**src/rtl/spi_pkg.sv**
```systemverilog
// Shared types and constants for the SPI word transmitter: FSM encoding, mode-0 constants,
// and a frame-length helper (cycles cs_n stays low) used by benches.
package spi_pkg;

    typedef enum logic [1:0] {
        IDLE     = 2'd0,
        SHIFT_LO = 2'd1,
        SHIFT_HI = 2'd2,
        HOLD     = 2'd3
    } spi_state_e;

    localparam int DATA_W_DFLT = 24;

    // Mode 0: sclk idles low, data launched on falling edge, sampled on rising edge.
    localparam bit CPOL = 1'b0;
    localparam bit CPHA = 1'b0;

    function automatic int frame_cycles(input int data_w, input int clk_div);
        return 2 * clk_div * data_w + clk_div;
    endfunction

endpackage

```
**src/rtl/spi_word_tx_if.sv**
```systemverilog
// Handshake and SPI pins of spi_word_tx; miso/rx_data exist only with SPI_READBACK_EN.
// slave is the transmitter side, master is the controller side.
interface spi_word_tx_if #(
    parameter int DATA_W = 24
);
    logic              load_data;
    logic [DATA_W-1:0] data_in;
    logic              busy;
    logic              done_send;
    logic              sclk;
    logic              mosi;
    logic              cs_n;
`ifdef SPI_READBACK_EN
    logic              miso;
    logic [DATA_W-1:0] rx_data;

    modport slave (
        input  load_data, data_in, miso,
        output busy, done_send, sclk, mosi, cs_n, rx_data
    );
    modport master (
        output load_data, data_in, miso,
        input  busy, done_send, sclk, mosi, cs_n, rx_data
    );
`else
    modport slave (
        input  load_data, data_in,
        output busy, done_send, sclk, mosi, cs_n
    );
    modport master (
        output load_data, data_in,
        input  busy, done_send, sclk, mosi, cs_n
    );
`endif
endinterface

```
**src/rtl/spi_clk_tick.sv**
```systemverilog
// Half-period divider: half_done pulses on every CLK_DIV-th enabled cycle, counter clears while
// disabled and restarts from 0 after each pulse. No backpressure.
module spi_clk_tick #(
    parameter int CLK_DIV = 2
) (
    input  logic clk,
    input  logic rst,
    input  logic en,
    output logic half_done
);
    localparam int CW = (CLK_DIV > 1) ? $clog2(CLK_DIV) : 1;

    logic [CW-1:0] cnt_q, cnt_d;

    always_comb begin
        half_done = en && (cnt_q == CW'(CLK_DIV - 1));
        cnt_d     = cnt_q;
        if (!en || half_done) begin
            cnt_d = '0;
        end else begin
            cnt_d = cnt_q + CW'(1);
        end
    end

    always_ff @(posedge clk) begin
        if (rst) begin
            cnt_q <= '0;
        end else begin
            cnt_q <= cnt_d;
        end
    end

endmodule

```
**src/rtl/spi_word_tx.sv**
```systemverilog
// SPI mode-0 word transmitter, MSB first; done_send 1+2*CLK_DIV*DATA_W+CLK_DIV cycles after load,
// loads outside IDLE are dropped. SPI_READBACK_EN adds miso capture into rx_data.
module spi_word_tx
    import spi_pkg::*;
#(
    parameter int DATA_W  = DATA_W_DFLT,
    parameter int CLK_DIV = 2
) (
    input  logic          clk,
    input  logic          rst,
    spi_word_tx_if.slave  bus
);
    localparam int CNT_W = (DATA_W > 1) ? $clog2(DATA_W) : 1;

    spi_state_e        state_q, state_d;
    logic [DATA_W-1:0] shreg_q, shreg_d;
    logic [CNT_W-1:0]  bit_cnt_q, bit_cnt_d;
    logic              sclk_q, sclk_d;
    logic              mosi_q, mosi_d;
    logic              cs_n_q, cs_n_d;
    logic              busy_q, busy_d;
    logic              done_q, done_d;
    logic              tick_en;
    logic              half_done;
`ifdef SPI_READBACK_EN
    logic [DATA_W-1:0] rx_shift_q, rx_shift_d;
    logic [DATA_W-1:0] rx_data_q, rx_data_d;
`endif

    assign tick_en = (state_q != IDLE);

    spi_clk_tick #(.CLK_DIV(CLK_DIV)) u_tick (
        .clk       (clk),
        .rst       (rst),
        .en        (tick_en),
        .half_done (half_done)
    );

    always_comb begin
        state_d   = state_q;
        shreg_d   = shreg_q;
        bit_cnt_d = bit_cnt_q;
        done_d    = 1'b0;

        unique case (state_q)
            IDLE: begin
                if (bus.load_data) begin
                    shreg_d   = bus.data_in;
                    bit_cnt_d = '0;
                    state_d   = SHIFT_LO;
                end
            end
            SHIFT_LO: begin
                if (half_done) state_d = SHIFT_HI;
            end
            SHIFT_HI: begin
                if (half_done) begin
                    if (bit_cnt_q == CNT_W'(DATA_W - 1)) begin
                        state_d = HOLD;
                    end else begin
                        shreg_d   = shreg_q << 1;
                        bit_cnt_d = bit_cnt_q + CNT_W'(1);
                        state_d   = SHIFT_LO;
                    end
                end
            end
            HOLD: begin
                if (half_done) begin
                    state_d = IDLE;
                    done_d  = 1'b1;
                end
            end
            default: state_d = IDLE;
        endcase

        // Pins are decoded from the next state and registered so they never glitch.
        sclk_d = (state_d == SHIFT_HI);
        cs_n_d = (state_d == IDLE);
        busy_d = (state_d != IDLE);
        mosi_d = (state_d != IDLE) ? shreg_d[DATA_W-1] : 1'b0;
    end

`ifdef SPI_READBACK_EN
    always_comb begin
        rx_shift_d = rx_shift_q;
        rx_data_d  = rx_data_q;
        if (state_q == IDLE && bus.load_data) begin
            rx_shift_d = '0;
        end else if (state_q == SHIFT_LO && half_done) begin
            // This edge is the one where sclk rises.
            rx_shift_d = (rx_shift_q << 1) | DATA_W'(bus.miso);
        end
        if (done_d) rx_data_d = rx_shift_q;
    end
`endif

    always_ff @(posedge clk) begin
        if (rst) begin
            state_q    <= IDLE;
            shreg_q    <= '0;
            bit_cnt_q  <= '0;
            sclk_q     <= 1'b0;
            mosi_q     <= 1'b0;
            cs_n_q     <= 1'b1;
            busy_q     <= 1'b0;
            done_q     <= 1'b0;
`ifdef SPI_READBACK_EN
            rx_shift_q <= '0;
            rx_data_q  <= '0;
`endif
        end else begin
            state_q    <= state_d;
            shreg_q    <= shreg_d;
            bit_cnt_q  <= bit_cnt_d;
            sclk_q     <= sclk_d;
            mosi_q     <= mosi_d;
            cs_n_q     <= cs_n_d;
            busy_q     <= busy_d;
            done_q     <= done_d;
`ifdef SPI_READBACK_EN
            rx_shift_q <= rx_shift_d;
            rx_data_q  <= rx_data_d;
`endif
        end
    end

    assign bus.sclk      = sclk_q;
    assign bus.mosi      = mosi_q;
    assign bus.cs_n      = cs_n_q;
    assign bus.busy      = busy_q;
    assign bus.done_send = done_q;
`ifdef SPI_READBACK_EN
    assign bus.rx_data   = rx_data_q;
`endif

endmodule
```
**src/flat_wrapper.sv**
```systemverilog
// flat-port wrapper written by rule: the top's interface ports become plain ports
module spi_word_tx_flat import spi_pkg::*;
#(
    parameter int DATA_W  = DATA_W_DFLT,
    parameter int CLK_DIV = 2
)
  (clk, rst, bus_load_data, bus_data_in, bus_busy, bus_done_send, bus_sclk, bus_mosi, bus_cs_n);
  spi_word_tx_if #(.DATA_W(DATA_W)) bus_i ();
  input  logic clk;
  input  logic rst;
  input wire logic [$bits(bus_i.load_data)-1:0] bus_load_data;
  input wire logic [$bits(bus_i.data_in)-1:0] bus_data_in;
  output wire logic [$bits(bus_i.busy)-1:0] bus_busy;
  output wire logic [$bits(bus_i.done_send)-1:0] bus_done_send;
  output wire logic [$bits(bus_i.sclk)-1:0] bus_sclk;
  output wire logic [$bits(bus_i.mosi)-1:0] bus_mosi;
  output wire logic [$bits(bus_i.cs_n)-1:0] bus_cs_n;
  assign bus_i.load_data = bus_load_data;
  assign bus_i.data_in = bus_data_in;
  assign bus_busy = bus_i.busy;
  assign bus_done_send = bus_i.done_send;
  assign bus_sclk = bus_i.sclk;
  assign bus_mosi = bus_i.mosi;
  assign bus_cs_n = bus_i.cs_n;
  spi_word_tx #(.DATA_W(DATA_W), .CLK_DIV(CLK_DIV)) u_core (.clk(clk), .rst(rst), .bus(bus_i));
endmodule
```
**config.mk**
```make
export PLATFORM = sky130hd
export DESIGN_NAME = spi_word_tx_flat
export DESIGN_NICKNAME = d
export VERILOG_FILES = /design/src/rtl/spi_pkg.sv /design/src/rtl/spi_word_tx_if.sv /design/src/rtl/spi_clk_tick.sv /design/src/rtl/spi_word_tx.sv /design/src/flat_wrapper.sv
export SDC_FILE = /design/constraint.sdc
export NUM_CORES = 1
export LEC_CHECK = 0
export ABC_AREA = 1
export BUFFER_PORTS_ARGS = -buffer_cell sky130_fd_sc_hd__buf_2
export CORE_ASPECT_RATIO = 0.8
export CORE_UTILIZATION = 55
export CTS_CLUSTER_SIZE = 8
export DETAILED_ROUTE_END_ITERATION = 6
export PLACE_DENSITY = 0.88
export SLEW_MARGIN = 20
export SYNTH_ARGS = -nofsm -noshare
export SYNTH_HDL_FRONTEND = slang
export SYNTH_SLANG_ARGS = --single-unit
```
**constraint.sdc**
```tcl
create_clock -name clk -period 1.65 [get_ports clk]
set_input_delay 0.4125 -clock clk [delete_from_list [all_inputs] [get_ports clk]]
set_output_delay 0.4125 -clock clk [all_outputs]
set_load 0.005 [all_outputs]
```
# After elaboration in Yosys (flattened, before gate mapping)
# Index checks and enable logic that the tools add are counted.
# totals
register_bits	37
input_bits	27
output_inout_bits	5
word_cells	49
# op_classes
n_addsub	2
eq_ne	8
muxes	15
bitwise	2
n_reduce_logical	12
# op_table
op	count
$mux 24	3
$pmux 24 s2	1
$mux 5	3
$mux 2	5
$pmux 5 s2	1
$pmux 2 s4	1
$eq 2x2->1 const B	3
$reduce_bool 2->1	3
$reduce_or 2->1	3
$add 5x1->5 const B	1
$eq 5x5->1 const B	1
$logic_not 2->1	2
$ne 2x2->1 const B	2
$reduce_and 4->1	1
$eq 2x1->1 const B	1
$ne 2x1->1 const B	1
$not 1->1	2
$add 1x1->1 const B	1
$logic_and 1x1->1	1
$logic_not 1->1	1
$logic_or 1x1->1	1
$mux 1	1

# Logic depth before layout (Yosys ltp)
# logic_depth
word_depth	7
ltp_mapped	10

# By module
# A second synthesis with hierarchy kept.
# hier_totals
cells_unflattened	243
area_unflattened_um2	1671.6
# modules_own_cells
mod	instances	cells_each	area_each_um2
spi_word_tx	1	237	1630.3
spi_clk_tick	1	6	41.3

# Worst setup path after synthesis
# No wires, ideal clock.
# synth_path
kind	register to register
startpoint	register u_core.bit_cnt_q[0]
endpoint	register u_core.bit_cnt_q[1]
t_arrival_ns	1.343
required_time_ns	1.525
setup_slack_ns	0.182
path_stages_with_launch	11
n_path_buf	1
synth_period_minus_slack_ns	1.468
path_cell_list	dfxtp_1 -> ha_1 -> nand2_1 -> inv_1 -> nand2_2 -> nand3_4 -> nand2_4 -> buf_6 -> nor2_2 -> nor2_2 -> nor2_2
# synth_between
elab_chain_cells	4
# synth_rtl
item	line_no	rtl
start: declaration	spi_word_tx.sv:17	logic [CNT_W-1:0] bit_cnt_q, bit_cnt_d;
start signal: assignment	spi_word_tx.sv:114	bit_cnt_q <= bit_cnt_d;
$add 5x1->5	spi_word_tx.sv:62	bit_cnt_d = bit_cnt_q + CNT_W'(1);
$mux 5	spi_word_tx.sv:58	if (bit_cnt_q == CNT_W'(DATA_W - 1)) begin
$mux 5	spi_word_tx.sv:57	if (half_done) begin
$pmux 5 s2	spi_word_tx.sv:45	unique case (state_q)
# Parallel ways exist; a longest one is shown, timed or not. The select of a mux whose other input is x is not followed.
# A chain may end at the register's enable or synchronous reset.

# Worst setup path after layout
# layout_path
startpoint	register u_core.bit_cnt_q[0]
endpoint	register u_core.shreg_q[14]
# layout_between
elab_chain_cells	3
# layout_rtl
item	line_no	rtl
$eq 5x5->1	spi_word_tx.sv:58	
$ne 2x2->1 (no line)	-	
$reduce_and 4->1 (no line)	-	
end signal: assignment	spi_word_tx.sv:113	shreg_q <= shreg_d;
end: declaration	spi_word_tx.sv:16	logic [DATA_W-1:0] shreg_q, shreg_d;
# Every way passes these cells.

==> summary.md <==
| Metric | Value |
|---|---|
| First-pass GRT wire length | `6380 um` |
| Fillers | `282` |
| Vias | `1783` |
| Die area | `3660 um^2` |
| Avg Cell Area, Syn | `6.60 um^2` |
| Switching pwr | `0.524 mW` |
| Number of vias per cell | `5.01` |
| FP Rows | `18` |
| Clock-pin slew on the worst setup and hold paths | `0.07 ns` |
| Number of global-route vias before repair | `1485` |
| Critical setup path kind | `flop to flop` |
| Critical Path End Type | `flop` |
| Initial DRC count | `144` |
| Crit Path Max Fanout | `13` |
| CTS Hold Buffers Added | `0` |
| Share of the synthesized area in the top cell type | `39.4%` |
| Fmax | `645 MHz` |
| Max Cap Viol | `0` |
| Clk root buf | `clkbuf_8` |
| Drt first pass iters | `4` |
| Worst path cell trace | `ha_1 > nand2_1 > inv_1 > nand2_2 > nand3_4 > nand2_4 > nor2_1 > nor2_1 > nor2_1` |
| Dpl cell area | `2040 um^2` |
| Syn-to-layout area delta | `14.2%` |
| Clk buf depth | `2` |
| Internal cell power | `1.34 mW` |
| Gp weighted congestion | `0.888` |
| Critical Path Most Common Cell | `nor2_1` |
| Seq/Total Area, Yosys | `39.4%` |
| FFs w/ async S/R, synth | `0%` |
| H-tree Lvls | `2` |
| Nets | `343` |
| FF+latch area | `742 um^2` |
| CP required | `1.83 ns` |
| Worst setup margin | `0.0999 ns` |
| Power Density | `870 nW/um^2` |
| Initial antenna violation count | `0` |
| Multi-input gate area in the final layout | `936 um^2` |
| Flops & latches, synth | `37` |
| Post-CTS Setup Repair Bufs | `0` |
| Unique cell type count in the Yosys netlist | `22` |
| Clock skew | `0.00463 ns` |
| Final non-filler cell total | `356` |
| Gr usage total | `24.0%` |
| Synth top area cells | `dfxtp_1 (39%), nor2_1 (13%), nand2_1 (13%)` |
| Die height | `54.3 um` |
| Worst setup SP type | `flop` |
| CTS tree | `built` |
| CTS Buf Count | `5` |
| VDD IR max | `0.000564 V` |
| Routed WL per cell | `11.2 um` |
| RSZ-0062 raised after global routing | `no` |
| Share of power burned in registers | `52.2%` |
| Crit path DAT | `1.73 ns` |
| Outcome | `completed` |
| Dominant synthesized flop cell | `dfxtp_1` |
| Minimum clock period after layout | `1.55 ns` |
| Drt total wl | `3990 um` |
| I/O pin total | `32` |
| Fin. Hold Viols | `0` |
| Overall Power | `1.87 mW` |
| Static Leakage | `1.03 nW` |
| Port Buffers | `31` |
| Clock Sink Count | `37` |
| Slew Limit Fails | `0` |
| Later-pin clock latency in the skew report | `0.29 ns` |
| Synthesized instance count | `285` |
| Worst Hold Class | `input port to flop` |
| Layout Cell Area excl Fill | `2150 um^2` |
| Gr ovfl total | `0` |
| Largest stage delay on the critical path | `0.35 ns` |
| Logic pwr share | `15.7%` |
| Post-route ant nets | `0` |
| Pre-CTS setup slack | `0.0330 ns` |
| Synthesized cell area | `1880 um^2` |
| Final Util | `67.7%` |
| Clock power share | `32.1%` |
| Pin count of the biggest net entering global routing | `28` |
| Hold WS | `0.390 ns` |
| Most frequent cells in the layout | `nor2_1 (66), nand2_1 (64), dfxtp_1 (36), inv_1 (35), buf_2 (31)` |
| Post-synth EDFFs | `0` |
| Layout cells sized above 1 | `21.2%` |
| Ant diodes | `0` |
| Die width | `67.4 um` |
| Most common cell after layout, fill and taps aside | `nor2_1` |
| Worst slew pin tran | `0.373 ns` |
| Slew HR | `75.2%` |
| Setup TNS Final | `0 ns` |
| Sw Share | `28.0%` |
| DRC viols | `0` |
| Setup Viol. Count Final | `0` |
| Ys Warns | `0` |
| HPWL Detailed | `2550 um` |
| Slowest cell on the critical path | `dfxtp_2` |
| Initial core utilization | `59.2%` |
| Synthesized Nets | `313` |
| Area leader, netlist | `dfxtp_1` |
| Cell count after placement | `347` |
| Core area | `3180 um^2` |
| Final Cycle Share | `93.9%` |
==> cells in the mapped netlist (3+ instances only) <==
cell,instances
nand2_1,64
clkbuf_1,5
o21ai_0,4
dfxtp_1,37
inv_2,3
nand3_1,10
nor2_2,12
nand2_2,3
a21oi_1,6
buf_2,5
nor2_1,66
inv_1,35
nand4_1,23
==> path summary, 6_finish.rpt <==
| kind | from | end | slack [ns] | depth (start not counted) |
|---|---|---|---|---|
| worst min-delay path | bus_data_in[0] | u_core.shreg_q[0] | 0.39 | 3 |
| worst min register to register | u_core.u_tick.cnt_q | u_core.u_tick.cnt_q | 0.45 | 1 |
| worst max register to register | u_core.bit_cnt_q[0] | u_core.shreg_q[14] | 0.1 | 9 |
| worst max-delay path | u_core.bit_cnt_q[0] | u_core.shreg_q[14] | 0.1 | 9 |
==> state kept, by name, summed over array words and instances (netlist names) <==
name / count
u_core.bus.sclk: 1
u_core.shreg_q: 24
u_core.bus.cs_n: 1
u_core.bus.done_send: 1
u_core.u_tick.cnt_q: 1
u_core.state_q: 2
u_core.bus.busy: 1
u_core.bus.mosi: 1
u_core.bit_cnt_q: 5
==> critical path, delay by kind of cell, from the launching register on <==
kind | cells | cell delay (ns)
fa+ha+maj | 1 | 0.21
buf+inv | 1 | 0.06
flops | 1 | 0.35
simple gates | 7 | 0.82
==> layout make-up <==
cell class	count	area share [%]
clock buffer	6	3.38
clock inverter	2	0.466
inverter	38	6.76
multi-input combinational	197	43.6
sequential	37	34.5
tap	40	2.33
timing repair buffer	36	8.97
==> power groups by stage <==
| stage | Sequential (mW) | Combinational, mW | Clock [mW] |
|---|---|---|---|
| after global placement | 0.994 | 0.275 | 0 |
| final | 0.976 | 0.293 | 0.600 |
| after CTS | 0.976 | 0.284 | 0.618 |
| after floorplan | 0.992 | 0.219 | 0 |
| after detailed placement | 0.996 | 0.282 | 0 |
| after global routing | 0.982 | 0.335 | 0.664 |
==> layer usage <==
metal  wire [um]  vias to the layer above  GRT usage [%]  share of wire, %
met5           0                        -              0                 0
met4          70                        0           11.7               1.8
met3         224                        7           7.29               5.6
met2        1850                       51           37.8                46
met1        1840                      786           30.1                46
li1            -                      939              -                 -
==> cells by family after synthesis <==
family                     Yosys count  synth area share, %
DFF                                 37                 39.4
AOI/OAI and AO/OA                   11                 3.06
and+or+nand+nor                    184                 45.0
buffers and inverters               52                 11.9
adders and majority gates            1                0.665
==> repair_timing <==
| action | 4_1_cts | 5_1_grt |
|---|---|---|
| endpoints found under the hold margin | 0 | 0 |
| resized for setup | 0 | 4 |
| endpoints found under the setup margin | 0 | 29 |
(Power assumes the default switching activity.)
